File: src/rtl/uart_pkg.sv
// Shared UART definitions: receiver state encoding and baud divider helper.
// The transmitter imports this package as well.
package uart_pkg;

    typedef enum logic [1:0] {
        IDLE,
        START,
        DATA,
        STOP
    } uart_rx_state_e;

    // Clocks per oversample tick, truncated toward zero.
    function automatic int baud_div(input int clk_freq, input int baud, input int ovs);
        return clk_freq / (baud * ovs);
    endfunction

endpackage

File: src/rtl/uart_baud_tick.sv
// Free-running tick generator: one-cycle pulse every DIV clocks, restartable via clear.
// Shared with the transmitter, which instantiates it at one tick per bit.
module uart_baud_tick #(
    parameter int DIV = 651
) (
    input  logic clk,
    input  logic reset,
    input  logic clear,
    output logic tick
);

    localparam int CW = (DIV > 1) ? $clog2(DIV) : 1;
    localparam logic [CW-1:0] LAST = CW'(DIV - 1);

    logic [CW-1:0] cnt;

    always_ff @(posedge clk or posedge reset) begin
        if (reset) begin
            cnt <= '0;
        end else if (clear || cnt == LAST) begin
            cnt <= '0;
        end else begin
            cnt <= cnt + 1'b1;
        end
    end

    assign tick = (cnt == LAST);

endmodule

File: src/rtl/uart_rx_core.sv
// 8N1 oversampling UART receiver with start-glitch rejection, a one-entry
// valid/ready holding register, and framing-error / overrun pulses.
module uart_rx_core #(
    parameter int CLK_FREQ   = 100_000_000,
    parameter int BAUD_RATE  = 9600,
    parameter int OVERSAMPLE = 16,
    parameter int DATA_BITS  = 8
) (
    input  logic                 clk,
    input  logic                 reset,
    input  logic                 rx,
    output logic [DATA_BITS-1:0] rx_data,
    output logic                 rx_valid,
    input  logic                 rx_ready,
    output logic                 frame_err,
    output logic                 overrun
);

    import uart_pkg::*;

    localparam int DIV = baud_div(CLK_FREQ, BAUD_RATE, OVERSAMPLE);
    localparam int TW  = $clog2(OVERSAMPLE);
    localparam int BW  = (DATA_BITS > 1) ? $clog2(DATA_BITS) : 1;

    localparam logic [TW-1:0] HALF_LAST = TW'(OVERSAMPLE / 2 - 1);
    localparam logic [TW-1:0] BIT_LAST  = TW'(OVERSAMPLE - 1);
    localparam logic [BW-1:0] BITS_LAST = BW'(DATA_BITS - 1);

    logic rx_meta;
    logic rx_sync;
    logic rx_prev;

    uart_rx_state_e state;
    uart_rx_state_e state_next;

    logic [TW-1:0]        tick_cnt;
    logic [TW-1:0]        tick_cnt_next;
    logic [BW-1:0]        bit_cnt;
    logic [BW-1:0]        bit_cnt_next;
    logic [DATA_BITS-1:0] shift_reg;
    logic [DATA_BITS-1:0] shift_next;
    logic [DATA_BITS:0]   shift_in;

    logic tick;
    logic baud_clear;
    logic complete;
    logic bad_stop;
    logic handshake;

    // Synchronizer plus edge-detect flop; all reset to the idle (high) level.
    always_ff @(posedge clk or posedge reset) begin
        if (reset) begin
            rx_meta <= 1'b1;
            rx_sync <= 1'b1;
            rx_prev <= 1'b1;
        end else begin
            rx_meta <= rx;
            rx_sync <= rx_meta;
            rx_prev <= rx_sync;
        end
    end

    uart_baud_tick #(
        .DIV (DIV)
    ) u_tick (
        .clk   (clk),
        .reset (reset),
        .clear (baud_clear),
        .tick  (tick)
    );

    always_ff @(posedge clk or posedge reset) begin
        if (reset) begin
            state     <= IDLE;
            tick_cnt  <= '0;
            bit_cnt   <= '0;
            shift_reg <= '0;
        end else begin
            state     <= state_next;
            tick_cnt  <= tick_cnt_next;
            bit_cnt   <= bit_cnt_next;
            shift_reg <= shift_next;
        end
    end

    assign shift_in = {rx_sync, shift_reg};

    always_comb begin
        state_next    = state;
        tick_cnt_next = tick_cnt;
        bit_cnt_next  = bit_cnt;
        shift_next    = shift_reg;
        baud_clear    = 1'b0;
        complete      = 1'b0;
        bad_stop      = 1'b0;

        case (state)
            IDLE: begin
                // Edge-triggered so a held-low line (break) cannot restart a frame.
                if (rx_prev && !rx_sync) begin
                    state_next    = START;
                    tick_cnt_next = '0;
                    bit_cnt_next  = '0;
                    baud_clear    = 1'b1;
                end
            end

            START: begin
                if (tick) begin
                    if (tick_cnt == HALF_LAST) begin
                        tick_cnt_next = '0;
                        state_next    = rx_sync ? IDLE : DATA;
                    end else begin
                        tick_cnt_next = tick_cnt + 1'b1;
                    end
                end
            end

            DATA: begin
                if (tick) begin
                    if (tick_cnt == BIT_LAST) begin
                        tick_cnt_next = '0;
                        shift_next    = shift_in[DATA_BITS:1];
                        bit_cnt_next  = bit_cnt + 1'b1;
                        if (bit_cnt == BITS_LAST) begin
                            state_next = STOP;
                        end
                    end else begin
                        tick_cnt_next = tick_cnt + 1'b1;
                    end
                end
            end

            STOP: begin
                if (tick) begin
                    if (tick_cnt == BIT_LAST) begin
                        tick_cnt_next = '0;
                        state_next    = IDLE;
                        complete      = rx_sync;
                        bad_stop      = !rx_sync;
                    end else begin
                        tick_cnt_next = tick_cnt + 1'b1;
                    end
                end
            end

            default: begin
                state_next = IDLE;
            end
        endcase
    end

    assign handshake = rx_valid && rx_ready;

    // A completion may refill the register in the same cycle it is drained.
    always_ff @(posedge clk or posedge reset) begin
        if (reset) begin
            rx_data   <= '0;
            rx_valid  <= 1'b0;
            frame_err <= 1'b0;
            overrun   <= 1'b0;
        end else begin
            frame_err <= bad_stop;
            overrun   <= complete && rx_valid && !rx_ready;
            if (complete && (!rx_valid || rx_ready)) begin
                rx_data  <= shift_reg;
                rx_valid <= 1'b1;
            end else if (handshake && !complete) begin
                rx_valid <= 1'b0;
            end
        end
    end

endmodule

File: config.mk
export PLATFORM = sky130hd
export DESIGN_NAME = uart_rx_core
export DESIGN_NICKNAME = d
export VERILOG_FILES = /design/src/rtl/uart_pkg.sv /design/src/rtl/uart_baud_tick.sv /design/src/rtl/uart_rx_core.sv
export SDC_FILE = /design/constraint.sdc
export NUM_CORES = 1
export LEC_CHECK = 0
export ABC_AREA = 1
export BUFFER_PORTS_ARGS = -buffer_cell sky130_fd_sc_hd__buf_2
export CORE_AREA = 2 2 77 79
export CTS_CLUSTER_DIAMETER = 60
export DETAILED_ROUTE_END_ITERATION = 16
export DIE_AREA = 0 0 79 81
export PLACE_DENSITY = 0.55
export SLEW_MARGIN = 20
export SYNTH_ARGS = -nofsm -noshare
export SYNTH_HDL_FRONTEND = slang
export SYNTH_SLANG_ARGS = --single-unit
export TNS_END_PERCENT = 50
File: constraint.sdc
create_clock -name clk -period 1.42 [get_ports clk]
set_input_delay 0.213 -clock clk [delete_from_list [all_inputs] [get_ports clk]]
set_output_delay 0.213 -clock clk [all_outputs]
set_load 0.1 [all_outputs]
==> impl_summary.log, run 1 <==
[metrics] status: finished, violations left
[metrics] violations in the final reports: setup timing
[metrics] number of vias after detailed routing: roughly 1,500
[metrics] setup clock skew after layout: a little under 0.01 ns
[metrics] filler cell count: 578
[metrics] setup ws final: -0.0454 ns
[metrics] top cells by area, synth: sky130_fd_sc_hd__dfrtp_1 (50%), sky130_fd_sc_hd__nand2_1 (14%), sky130_fd_sc_hd__nand3_1 (6.0%)
[metrics] Max Buffers Root-to-Sink: 2
[metrics] leakage component of the power: 0.00128 uW
[metrics] number of flip-flops and latches in the synthesized netlist: 41
[metrics] vias per cell: 4.53
[metrics] antenna diode instance count: 0
[metrics] core footprint: between 0.005 and 0.006 mm2
[metrics] via count of the first global-routing pass: roughly 1,400
[metrics] Total Die Area: about 0.0064 mm2
[metrics] area overhead of the layout relative to synthesis: 28.0%
[metrics] required time at the endpoint of the critical path: between 1.5 and 2 ns
[metrics] share of layout cells above drive strength 1: 0.296
[metrics] fin. max-slew vios: 0
[metrics] warnings from Yosys: 0
[metrics] peak supply drop: roughly 0.8 mV
[metrics] final setup violation count: 9
[metrics] WL/cell: about 11 um
[metrics] total gr overflow: 0
[metrics] Hold Path Origin: rx_meta
[metrics] cell count after synthesis: roughly 220
[metrics] floorplan die width: 79 um
[metrics] Finished Cell Area: roughly 0.0025 mm2
[metrics] final routed DRC violation total: 0
[metrics] post-route core utilization: 0.432
[metrics] f_max: approximately 700 MHz
[metrics] Final GP Congestion: 0.784
[metrics] path type of the worst setup path: flop to flop
[metrics] Netlist cell types: 25
[metrics] post-synthesis cell type with the largest combined area: sky130_fd_sc_hd__dfrtp_1
[metrics] initial cell density of the core: 0.337
[metrics] startpoint types: flop
[metrics] portion of synthesized cell area occupied by the leading cell type: 0.497
[metrics] cell area reported after detailed placement: around 0.0023 mm2
[metrics] ports placed on the boundary: 15
[metrics] endpoint type of the worst setup path: flop
[metrics] syn avg cell area: 8.66 um2
[metrics] CTS HTree Levels: 2
[metrics] Clk Latency, worst-skew pair: a little under 0.3 ns
[metrics] register area share after synthesis: 0.538
[metrics] final period utilization: 1.03
[metrics] total nets after synthesis: between 200 and 250
[metrics] overall global routing resource usage: 0.127
[metrics] Pwr per Cell Area: between 1000 and 1500 mW/mm2
[metrics] wire length of the first global-routing pass: 6.36 mm
[metrics] Worst setup startpoint: tick_cnt[0]
[metrics] number of buffers added by the clock tree synthesis step: 5
[metrics] time the worst path needs with I/O delays and setup: between 1 and 1.5 ns
[metrics] arrival time reported for the critical path endpoint: 1.70 ns
[metrics] Clock Sink Count: around 40
[metrics] DRT Wirelength: ~3.6 mm
[metrics] number of antenna violations at the first check in global routing: 0
[metrics] Pre-Repair DR Iteration Count: 4
[metrics] RSZ-0062 raised after global routing: yes
[metrics] type of the most critical hold path: flop to flop
[metrics] worst hold slack across all endpoints: approximately 0.36 ns
[metrics] Chip Height: between 80 and 90 um
[metrics] flip-flop count of the largest register, all copies and words added: 10
[metrics] # rows: 28
[metrics] placement-stage worst setup slack: -0.0730 ns
[metrics] Slew Limit Headroom: 0.678
[metrics] Detail Placement HPWL: about 2.6 mm
[metrics] hold violation count in the final report: 0
[metrics] count of maximum capacitance violations: 0
[metrics] Reg clk slew, reported paths: about 0.08 ns
[metrics] antenna-violating nets left: 0
[metrics] count of input and output buffers: 14
[metrics] TritonCTS clock tree: done
[metrics] largest fanout of any net on the critical path: 4
[metrics] startpoint of the worst-slack reg-to-reg timing path: tick_cnt[0]
[metrics] Post-layout nets: roughly 280
[metrics] number of DRC markers after the initial detailed-route iteration: 63
[metrics] cell chosen for the clock root: sky130_fd_sc_hd__clkbuf_8
[metrics] largest net degree at the start of global routing: 42
[metrics] Post-Synthesis Cell Area: ~0.0019 mm2
[metrics] Worst Tran Pin Value: approximately 0.49 ns
[metrics] reg-to-reg slack, setup: -0.05 ns
critical path: stages (launching register included):
cell	delay, ns
sky130_fd_sc_hd__dfrtp_1	0.40
sky130_fd_sc_hd__ha_2	0.21
sky130_fd_sc_hd__nand3_2	0.12
sky130_fd_sc_hd__clkinv_2	0.09
sky130_fd_sc_hd__nand4_4	0.12
sky130_fd_sc_hd__nor2_4	0.17
sky130_fd_sc_hd__buf_4	0.15
sky130_fd_sc_hd__nand3_1	0.07
sky130_fd_sc_hd__nand2_1	0.09
synth_stat cells:
cell type                  count
sky130_fd_sc_hd__dfrtp_1      38
sky130_fd_sc_hd__nor2_2        2
sky130_fd_sc_hd__inv_2         2
sky130_fd_sc_hd__inv_1        20
sky130_fd_sc_hd__nand2_2       2
sky130_fd_sc_hd__nand3_2       1
sky130_fd_sc_hd__nor2_4        3
sky130_fd_sc_hd__o21ai_0       5
sky130_fd_sc_hd__clkbuf_1      1
sky130_fd_sc_hd__nor2_1       18
sky130_fd_sc_hd__clkinv_2      1
sky130_fd_sc_hd__nand4_4       1
sky130_fd_sc_hd__o21ai_2       2
sky130_fd_sc_hd__nand2_1      69
sky130_fd_sc_hd__nor3b_1       2
sky130_fd_sc_hd__nor3_1        8
sky130_fd_sc_hd__ha_1          5
sky130_fd_sc_hd__xor2_1        2
sky130_fd_sc_hd__nand3_1      23
sky130_fd_sc_hd__buf_2         1
sky130_fd_sc_hd__buf_6         1
sky130_fd_sc_hd__a21oi_1       3
sky130_fd_sc_hd__dfstp_2       3
sky130_fd_sc_hd__nand4_1       7
sky130_fd_sc_hd__xnor2_1       1
cell type report:
cell class / instances / area, um2 / share of cell area
inverter: 23 / 90.1 / 0.0368
clock buffer: 6 / 82.6 / 0.0337
multi-input combinational: 154 / 846 / 0.345
sequential: 41 / 1030 / 0.421
tap: 75 / 93.8 / 0.0383
timing repair buffer: 41 / 294 / 0.120
clock inverter: 2 / 13.8 / 0.00562
power by group:
group / switching (uW) / internal (uW) / total [uW]
registers: 113 / 1290 / 1400
clock network: 410 / 394 / 804
logic: 495 / 412 / 907
cells in the final DEF (no fill, tap or decap):
| cell | n |
|---|---|
| sky130_fd_sc_hd__clkbuf_8 | 6 |
| sky130_fd_sc_hd__nand2_2 | 6 |
| sky130_fd_sc_hd__clkinv_2 | 2 |
| sky130_fd_sc_hd__dfstp_2 | 3 |
| sky130_fd_sc_hd__nand4_1 | 7 |
| sky130_fd_sc_hd__buf_6 | 1 |
| sky130_fd_sc_hd__nand3_2 | 3 |
| sky130_fd_sc_hd__nor3b_1 | 1 |
| sky130_fd_sc_hd__nor3_2 | 1 |
| sky130_fd_sc_hd__inv_1 | 20 |
| sky130_fd_sc_hd__inv_2 | 1 |
| sky130_fd_sc_hd__inv_4 | 1 |
| sky130_fd_sc_hd__dfrtp_2 | 1 |
| sky130_fd_sc_hd__ha_2 | 2 |
| sky130_fd_sc_hd__dfrtp_1 | 37 |
| sky130_fd_sc_hd__nand4_4 | 1 |
| sky130_fd_sc_hd__o21ai_2 | 2 |
| sky130_fd_sc_hd__nand2_4 | 1 |
| sky130_fd_sc_hd__a21oi_1 | 3 |
| sky130_fd_sc_hd__clkinv_4 | 1 |
| sky130_fd_sc_hd__buf_12 | 1 |
| sky130_fd_sc_hd__nor2_4 | 5 |
| sky130_fd_sc_hd__nand2_1 | 64 |
| sky130_fd_sc_hd__o21ai_0 | 4 |
| sky130_fd_sc_hd__buf_2 | 14 |
| sky130_fd_sc_hd__nor3b_2 | 1 |
| sky130_fd_sc_hd__nor3_1 | 6 |
| sky130_fd_sc_hd__nand3_1 | 21 |
| sky130_fd_sc_hd__ha_1 | 3 |
| sky130_fd_sc_hd__nor2_2 | 2 |
| sky130_fd_sc_hd__dlygate4sd3_1 | 2 |
| sky130_fd_sc_hd__xor2_1 | 2 |
| sky130_fd_sc_hd__o21ai_1 | 1 |
| sky130_fd_sc_hd__xnor2_1 | 1 |
| sky130_fd_sc_hd__nor3_4 | 1 |
| sky130_fd_sc_hd__buf_4 | 23 |
| sky130_fd_sc_hd__nor2_1 | 16 |
what timing repair did:
action | in CTS | in global routing
pin swaps | 3 | 4
endpoints found under the setup margin | 20 | 34
gates resized for setup | 4 | 14
hold buffers | 1 | 1
cloned | 0 | 0
buffers inserted | 0 | 2
hold endpoints to repair | 38 | 1
per-stage QoR:
stage               cells  power [uW]  setup TNS [ns]
floorplan             221        1870           -1.20
global placement      330        2210          -0.473
detailed placement    330        2210          -0.628
CTS                   339        3050          -0.466
global route          342        3340           -3.49
finish                342        3110          -0.295
cells by family after synthesis:
kind of cell / Yosys count / share of synthesized area
AO/OA/AOI/OAI: 10 / 0.0301
XOR/XNOR: 3 / 0.0137
adder cells (fa/ha/maj): 5 / 0.0327
buffers and inverters: 26 / 0.0562
flip-flops: 41 / 0.538
AND/OR/NAND/NOR: 136 / 0.329
per-layer routing:
metal / wire, um / share of wire / GRT usage / vias to the layer above
met5: 0 / 0 / 0 / -
met4: 66 / 0.018 / 0.0552 / 0
met3: 142 / 0.039 / 0.0367 / 9
met2: 1610 / 0.44 / 0.188 / 26
met1: 1820 / 0.50 / 0.172 / 711
li1: - / - / - / 802
path summary, 6_finish.rpt:
| kind | depth (start not counted) | endpoint |
|---|---|---|
| max reg2reg | 8 | rx_data[2] |
| max | 8 | rx_data[2] |
| max in group asynchronous | 4 | rx_meta |
| min | 0 | rx_sync |
| min in group asynchronous | 4 | rx_data[4] |
| min reg2reg | 0 | rx_sync |
Note: power is estimated with default switching activity, not from simulation.
==> run 2, diff against run 1 <==
CORE_AREA = 2 2 64 66   (was 2 2 77 79)
DIE_AREA = 0 0 66 68   (was 0 0 79 81)
PLACE_DENSITY = 0.74   (was 0.55)
RECOVER_POWER = 25   (was default)
==> run 2 against run 1 <==
The flow still finishes with violations (setup timing). Highest routed layer unchanged. Count of clock-buffer cells in the layout down 1. Sequential cell count stayed put. Clock power rose by 36%. Via count decreased by 0.71%. Register-to-register slack got worse by 0.04 ns. Clock skew grew 0.0017 ns.
==> impl_summary.log, run 2 (synthesis results as in run 1) <==
[metrics] cell chosen for the clock root: sky130_fd_sc_hd__clkbuf_8
[metrics] setup ws final: -0.0872 ns
[metrics] Final GP Congestion: between 0.8 and 0.9
[metrics] switching fraction of total power: 0.300
[metrics] critical-path cell with the highest stage delay: sky130_fd_sc_hd__dfrtp_1
[metrics] leakage component of the power: between 0.001 and 0.0015 uW
[metrics] Reg clk slew, reported paths: around 0.07 ns
[metrics] largest net degree at the start of global routing: 42
[metrics] final routed DRC violation total: 0
[metrics] internal power: 2330 uW
[metrics] number of cells in the design after placement: about 310
[metrics] total area of sequential cells: 0.00103 mm2
[metrics] ports placed on the boundary: 15
[metrics] DRT Wirelength: approximately 3.6 mm
[metrics] Clock Sink Count: between 40 and 50
[metrics] WL/cell: ~11 um
[metrics] via count of the first global-routing pass: approximately 1,500
[metrics] number of DRC markers after the initial detailed-route iteration: 95
[metrics] floorplan die width: 66 um
[metrics] area overhead of the layout relative to synthesis: 28.1%
[metrics] Chip Height: a little under 70 um
[metrics] Pre-Repair DR Iteration Count: 4
[metrics] arrival time reported for the critical path endpoint: between 1.5 and 2 ns
[metrics] Slowest Stage Delay on Critical Path: roughly 0.40 ns
[metrics] Max Buffers Root-to-Sink: 2
[metrics] sequential group share of total power: 0.425
[metrics] net switching power: 999 uW
[metrics] number of buffers added by the clock tree synthesis step: 5
[metrics] final setup violation count: 20
[metrics] Slew Limit Headroom: 0.639
[metrics] count of input and output buffers: 14
[metrics] antenna diode instance count: 0
[metrics] setup clock skew after layout: 0.0115 ns
[metrics] overall global routing resource usage: 0.183
[metrics] RSZ-0062 raised after global routing: yes
[metrics] cell chain of the critical path: ha_2, nand3_2, nand2_1, nand2_1, nor2_1, nand3_2, nand2_1, nand2_1
[metrics] share of power burned in the clock network: 0.328
[metrics] filler cell count: 335
[metrics] final non-filler cell total: 316
[metrics] peak supply drop: between 1 and 1.5 mV
[metrics] # rows: 23
[metrics] number of antenna violations at the first check in global routing: 0
[metrics] vias per cell: between 4 and 5
[metrics] antenna-violating nets left: 0
[metrics] Total Die Area: roughly 0.0045 mm2
[metrics] number of vias after detailed routing: about 1,500
[metrics] type of the most critical hold path: input port to flop
[metrics] TritonCTS clock tree: done
[metrics] count of maximum capacitance violations: 0
[metrics] status: finished, violations left
[metrics] path type of the worst setup path: flop to flop
[metrics] initial cell density of the core: 0.496
[metrics] commonest cells after routing, fill and taps aside: sky130_fd_sc_hd__nand2_1 (60), sky130_fd_sc_hd__dfrtp_1 (37), sky130_fd_sc_hd__nand3_1 (22), sky130_fd_sc_hd__buf_4 (21), sky130_fd_sc_hd__inv_1 (18)
[metrics] CTS HTree Levels: 2
[metrics] Total Negative Setup Slacks: -0.295 ns
[metrics] fin. max-slew vios: 0
[metrics] placement-stage worst setup slack: -0.0606 ns
[metrics] startpoint types: flop
[metrics] total gr overflow: 0
[metrics] endpoint type of the worst setup path: flop
[metrics] time the worst path needs with I/O delays and setup: about 1.5 ns
[metrics] violations in the final reports: setup timing
[metrics] f_max: around 660 MHz
[metrics] Worst Tran Pin Value: 0.541 ns
[metrics] Post-layout nets: between 200 and 300
[metrics] Pwr per Cell Area: between 1000 and 1500 mW/mm2
[metrics] wire length of the first global-routing pass: approximately 6.1 mm
[metrics] Detail Placement HPWL: roughly 2.6 mm
[metrics] combinational power share: 0.247
[metrics] Clk Latency, worst-skew pair: 0.29 ns
[metrics] flip-flop count of the largest register, all copies and words added: 10
[metrics] core footprint: between 0.003 and 0.004 mm2
[metrics] share of layout cells above drive strength 1: 0.323
[metrics] largest fanout of any net on the critical path: 4
[metrics] hold violation count in the final report: 0
[metrics] multi-input gate area in the final layout: about 860 um2
[metrics] most common cell after layout, fill and taps aside: sky130_fd_sc_hd__nand2_1
[metrics] most common cell type on the critical path: sky130_fd_sc_hd__nand2_1
[metrics] required time at the endpoint of the critical path: approximately 1.6 ns
[metrics] final period utilization: 1.06
-- run 2: changes by cell type in the layout (fill, tap and decap cells not counted), sizes merged --
cell / delta
clkinv: -1
clkbuf: +1
dlygate4sd3: -1
buf: -2
bufinv: +2
-- run 2: metrics by stage --
step,total power (uW),utilization,area [um2],hold slack [ns]
4_1_cts,3300,0.622,2400,0.00792
5_1_grt,3530,0.636,2450,0.0103
6_report,3330,0.636,2450,0.0209
2_1_floorplan,1870,-,1930,0.217
3_5_place_dp,2200,0.579,2230,0.295
3_3_place_gp,2180,0.579,2230,0.281
-- run 2: final timing paths --
| path | startpoint | endpoint | slack [ns] | cells after the start |
|---|---|---|---|---|
| max | tick_cnt[0] | flop | -0.09 | 8 |
| min | rx | rx_meta | 0.02 | 1 |
| max reg2reg | tick_cnt[0] | flop | -0.09 | 8 |
| min reg2reg | rx_meta | rx_sync | 0.36 | 0 |
| max in group asynchronous | reset | rx_prev | 0.41 | 4 |
| min in group asynchronous | reset | shift_reg[4] | 0.62 | 4 |
-- run 2: routing by layer --
| layer | GRT usage | up-vias | wire, um |
|---|---|---|---|
| met5 | 0 | - | 0 |
| met4 | 0.0842 | 0 | 69 |
| met3 | 0.0493 | 4 | 148 |
| met2 | 0.308 | 25 | 1720 |
| met1 | 0.221 | 707 | 1650 |
| li1 | - | 801 | - |
-- run 2: cell type report --
cell class / count / share of cell area
tap: 50 / 0.0255
clock buffer: 5 / 0.0281
clock inverter: 3 / 0.0265
sequential: 41 / 0.420
inverter: 23 / 0.0378
multi-input combinational: 154 / 0.351
timing repair buffer: 40 / 0.111
-- run 2: power by group through the flow --
stage / Combinational (uW) / Clock, uW / Sequential (uW)
after CTS: 779 / 1120 / 1410
final: 822 / 1090 / 1420
after global routing: 947 / 1150 / 1440
after floorplan: 479 / 0 / 1390
after global placement: 757 / 0 / 1420
after detailed placement: 774 / 0 / 1430
-- run 2: what timing repair did --
action / in CTS / in global routing
hold buffers: 1 / 0
pin swaps: 2 / 5
setup endpoints to repair: 23 / 35
gates resized for setup: 6 / 21
hold endpoints to repair: 38 / 0
setup buffers: 1 / 0
-- run 2: worst max-delay path, delay by kind of cell, from the launching register on --
kind / cells / cell delay [ns]
simple gates: 7 / 0.79
flops: 1 / 0.40
fa+ha+maj: 1 / 0.22
==> run 3, diff against run 2 <==
--- a/config.mk
+++ b/config.mk
@@ -7,8 +7,8 @@
 export LEC_CHECK = 0
-export ABC_AREA = 1
 export BUFFER_PORTS_ARGS = -buffer_cell sky130_fd_sc_hd__buf_2
-export CORE_AREA = 2 2 64 66
+export CORE_AREA = 2 2 63 65
 export CTS_CLUSTER_DIAMETER = 60
 export DETAILED_ROUTE_END_ITERATION = 16
-export DIE_AREA = 0 0 66 68
+export DIE_AREA = 0 0 65 67
+export GPL_ROUTABILITY_DRIVEN = 0
 export PLACE_DENSITY = 0.74
--- a/constraint.sdc
+++ b/constraint.sdc
@@ -3,2 +3,2 @@
 set_output_delay 0.213 -clock clk [all_outputs]
-set_load 0.1 [all_outputs]
+set_load 0.05 [all_outputs]
==> run 3 against run 2 <==
The flow still finishes with violations (setup timing). Die area down 3.0%. Fmax shrank 12%. Clock power shrank 17%. Critical path depth down 1. Area after synthesis shrank 2.5%. Non-clock buffer count is 7 higher. Via count down 16%. Highest routed layer unchanged.
==> impl_summary.log, run 3 <==
[metrics] portion of synthesized cell area occupied by the leading cell type: 0.510
[metrics] wire length of the first global-routing pass: roughly 6.3 mm
[metrics] type of the most critical hold path: input port to flop
[metrics] Netlist cell types: 39
[metrics] path depth of the worst reg2reg path: 7
[metrics] total gr overflow: 0
[metrics] share of layout cells above drive strength 1: 0.478
[metrics] Clock Sink Count: slightly above 40
[metrics] number of flops mapped to enable cells by yosys: 0
[metrics] peak supply drop: ~0.9 mV
[metrics] path type of the worst setup path: flop to flop
[metrics] setup clock skew after layout: around 0.011 ns
[metrics] register area share after synthesis: 0.552
[metrics] Post-Synthesis Cell Area: 0.00187 mm2
[metrics] hold violation count in the final report: 0
[metrics] worst hold slack across all endpoints: 0.0159 ns
[metrics] required time at the endpoint of the critical path: between 1.5 and 2 ns
[metrics] Worst Tran Pin Value: approximately 0.97 ns
[metrics] ports placed on the boundary: 15
[metrics] via count of the first global-routing pass: 1,360
[metrics] share of flip-flops with an asynchronous set or reset: 1.00
[metrics] leakage component of the power: ~0.0013 uW
[metrics] number of antenna violations at the first check in global routing: 0
[metrics] overall global routing resource usage: 0.189
[metrics] leading cell types by count after synthesis: sky130_fd_sc_hd__dfrtp_1 (38), sky130_fd_sc_hd__nor2_1 (17), sky130_fd_sc_hd__nand2_1 (11)
[metrics] area overhead of the layout relative to synthesis: 33.4%
[metrics] critical-path cell with the highest stage delay: sky130_fd_sc_hd__dfrtp_1
[metrics] WL/cell: 15.6 um
[metrics] number of flip-flops and latches in the synthesized netlist: around 40
[metrics] RSZ-0062 raised after global routing: yes
[metrics] total nets after synthesis: approximately 160
[metrics] Slew Limit Headroom: 0.352
[metrics] final setup violation count: 26
[metrics] initial cell density of the core: 0.517
[metrics] final routed DRC violation total: 0
[metrics] core footprint: around 0.0036 mm2
[metrics] arrival time reported for the critical path endpoint: between 1.5 and 2 ns
[metrics] # rows: 22
[metrics] post-route core utilization: 0.690
[metrics] warnings from Yosys: 0
[metrics] DRT Wirelength: slightly below 4 mm
[metrics] syn avg cell area: between 10 and 15 um2
[metrics] Total Negative Setup Slacks: -5.29 ns
[metrics] Slowest Stage Delay on Critical Path: ~0.40 ns
[metrics] antenna diode instance count: 0
[metrics] post-synthesis cell type with the largest combined area: sky130_fd_sc_hd__dfrtp_1
[metrics] top cells by area, synth: sky130_fd_sc_hd__dfrtp_1 (51%), sky130_fd_sc_hd__mux2_4 (5.6%), sky130_fd_sc_hd__dfstp_2 (4.2%)
[metrics] flip-flop count of the largest register, all copies and words added: 10
[metrics] final period utilization: 1.20
[metrics] startpoint types: flop
[metrics] violations in the final reports: setup timing
[metrics] Detail Placement HPWL: 2.73 mm
[metrics] endpoint type of the worst setup path: flop
[metrics] number of buffers added by the clock tree synthesis step: 5
[metrics] TritonCTS clock tree: done
[metrics] vias per cell: a little over 5
[metrics] floorplan die width: around 65 um
[metrics] number of DRC markers after the initial detailed-route iteration: between 60 and 70
[metrics] Chip Height: 67 um
[metrics] Clk Latency, worst-skew pair: ~0.29 ns
[metrics] Hold Path Cell Cnt: 1
[metrics] status: finished, violations left
[metrics] commonest cells after routing, fill and taps aside: sky130_fd_sc_hd__dfrtp_1 (38), sky130_fd_sc_hd__buf_4 (27), sky130_fd_sc_hd__nor2_1 (17), sky130_fd_sc_hd__buf_2 (14)
[metrics] time the worst path needs with I/O delays and setup: 1.71 ns
[metrics] Post-layout nets: about 210
[metrics] Reg clk slew, reported paths: 0.08 ns
[metrics] largest net degree at the start of global routing: 42
[metrics] setup ws final: -0.288 ns
[metrics] CTS HTree Levels: 2
[metrics] count of input and output buffers: 14
[metrics] Max Buffers Root-to-Sink: 2
[metrics] f_max: ~590 MHz
[metrics] most common cell after layout, fill and taps aside: sky130_fd_sc_hd__dfrtp_1
[metrics] count of maximum capacitance violations: 0
[metrics] cell count after synthesis: 150
[metrics] cell chosen for the clock root: sky130_fd_sc_hd__clkbuf_8
[metrics] cell chain of the critical path: inv_1, ha_2, and2_4, and3_4, nand3_4, clkbuf_16, mux2_4
[metrics] cell with the most instances after synthesis: sky130_fd_sc_hd__dfrtp_1
[metrics] largest fanout of any net on the critical path: 4
[metrics] antenna-violating nets left: 0
[metrics] fin. max-slew vios: 0
[metrics] Post-synth top flop: sky130_fd_sc_hd__dfrtp_1
[metrics] number of vias after detailed routing: about 1,300
[metrics] Total Die Area: roughly 0.0044 mm2
[metrics] Pre-Repair DR Iteration Count: 4
[metrics] Pwr per Cell Area: around 1200 mW/mm2
==> run 3: what timing repair did <==
item / in CTS / in global routing
cloned: 0 / 1
gates resized for setup: 8 / 15
endpoints found under the setup margin: 34 / 36
pin swaps: 3 / 7
hold buffers: 0 / 0
hold endpoints to repair: 0 / 0
setup buffers: 1 / 1
==> run 3: power breakdown <==
group          internal [uW]  switching, uW  leakage, uW
registers               1290           77.4     0.000549
clock network            521            381    0.0000552
logic                    350            378     0.000663
total                   2160            836      0.00127
==> run 3: worst paths after layout <==
| kind | startpoint | endpoint | slack, ns |
|---|---|---|---|
| worst max-delay path | u_tick.cnt[0] | shift_reg[3] | -0.29 |
| worst min-delay path | rx | rx_meta | 0.02 |
| worst max register to register | u_tick.cnt[0] | shift_reg[3] | -0.29 |
| worst min register to register | rx_meta | rx_sync | 0.36 |
| max in group asynchronous | reset | tick_cnt[1] | 0.61 |
| min in group asynchronous | reset | rx_data[6] | 0.21 |
==> run 3: layout make-up <==
class                      count  area [um2]
timing repair buffer          47         360
sequential                    41        1030
inverter                       8        30.0
clock buffer                   6        72.6
tap                           48        60.1
clock inverter                 2        35.0
fill                         255        1120
multi-input combinational     99         901
==> run 3: cells by family (layout without fill, tap and decap cells) <==
family	Yosys count	after routing	synth area share
fa+ha+maj	5	5	0.0335
compound gates	10	10	0.0409
simple gates	55	55	0.175
mux	20	20	0.132
flops	41	41	0.552
xor+xnor	9	9	0.0423
buf+inv	10	63	0.0241
==> run 3: through the flow <==
stage / instance area, um2 / total power, uW / worst slack (ns) / cells
after floorplan: 1880 / 1730 / -0.195 / 150
after global placement: 2240 / 2000 / -0.187 / 240
after detailed placement: 2240 / 2050 / -0.282 / 240
after CTS: 2380 / 2960 / -0.263 / 249
after global routing: 2490 / 3180 / -0.337 / 251
final: 2490 / 2990 / -0.288 / 251
==> run 3: worst max-delay path, delay by kind of cell (launching register included) <==
kind	cells	cell delay (ns)
mux	1	0.30
fa+ha+maj	1	0.16
flops	1	0.40
buf+inv	2	0.25
simple gates	3	0.49
==> run 3: layer usage <==
| metal | routed length [um] | global-route usage |
|---|---|---|
| met1 | 1520 | 0.217 |
| met2 | 2170 | 0.357 |
| met3 | 127 | 0.0355 |
| met4 | 95 | 0.0532 |
| met5 | 0 | 0 |
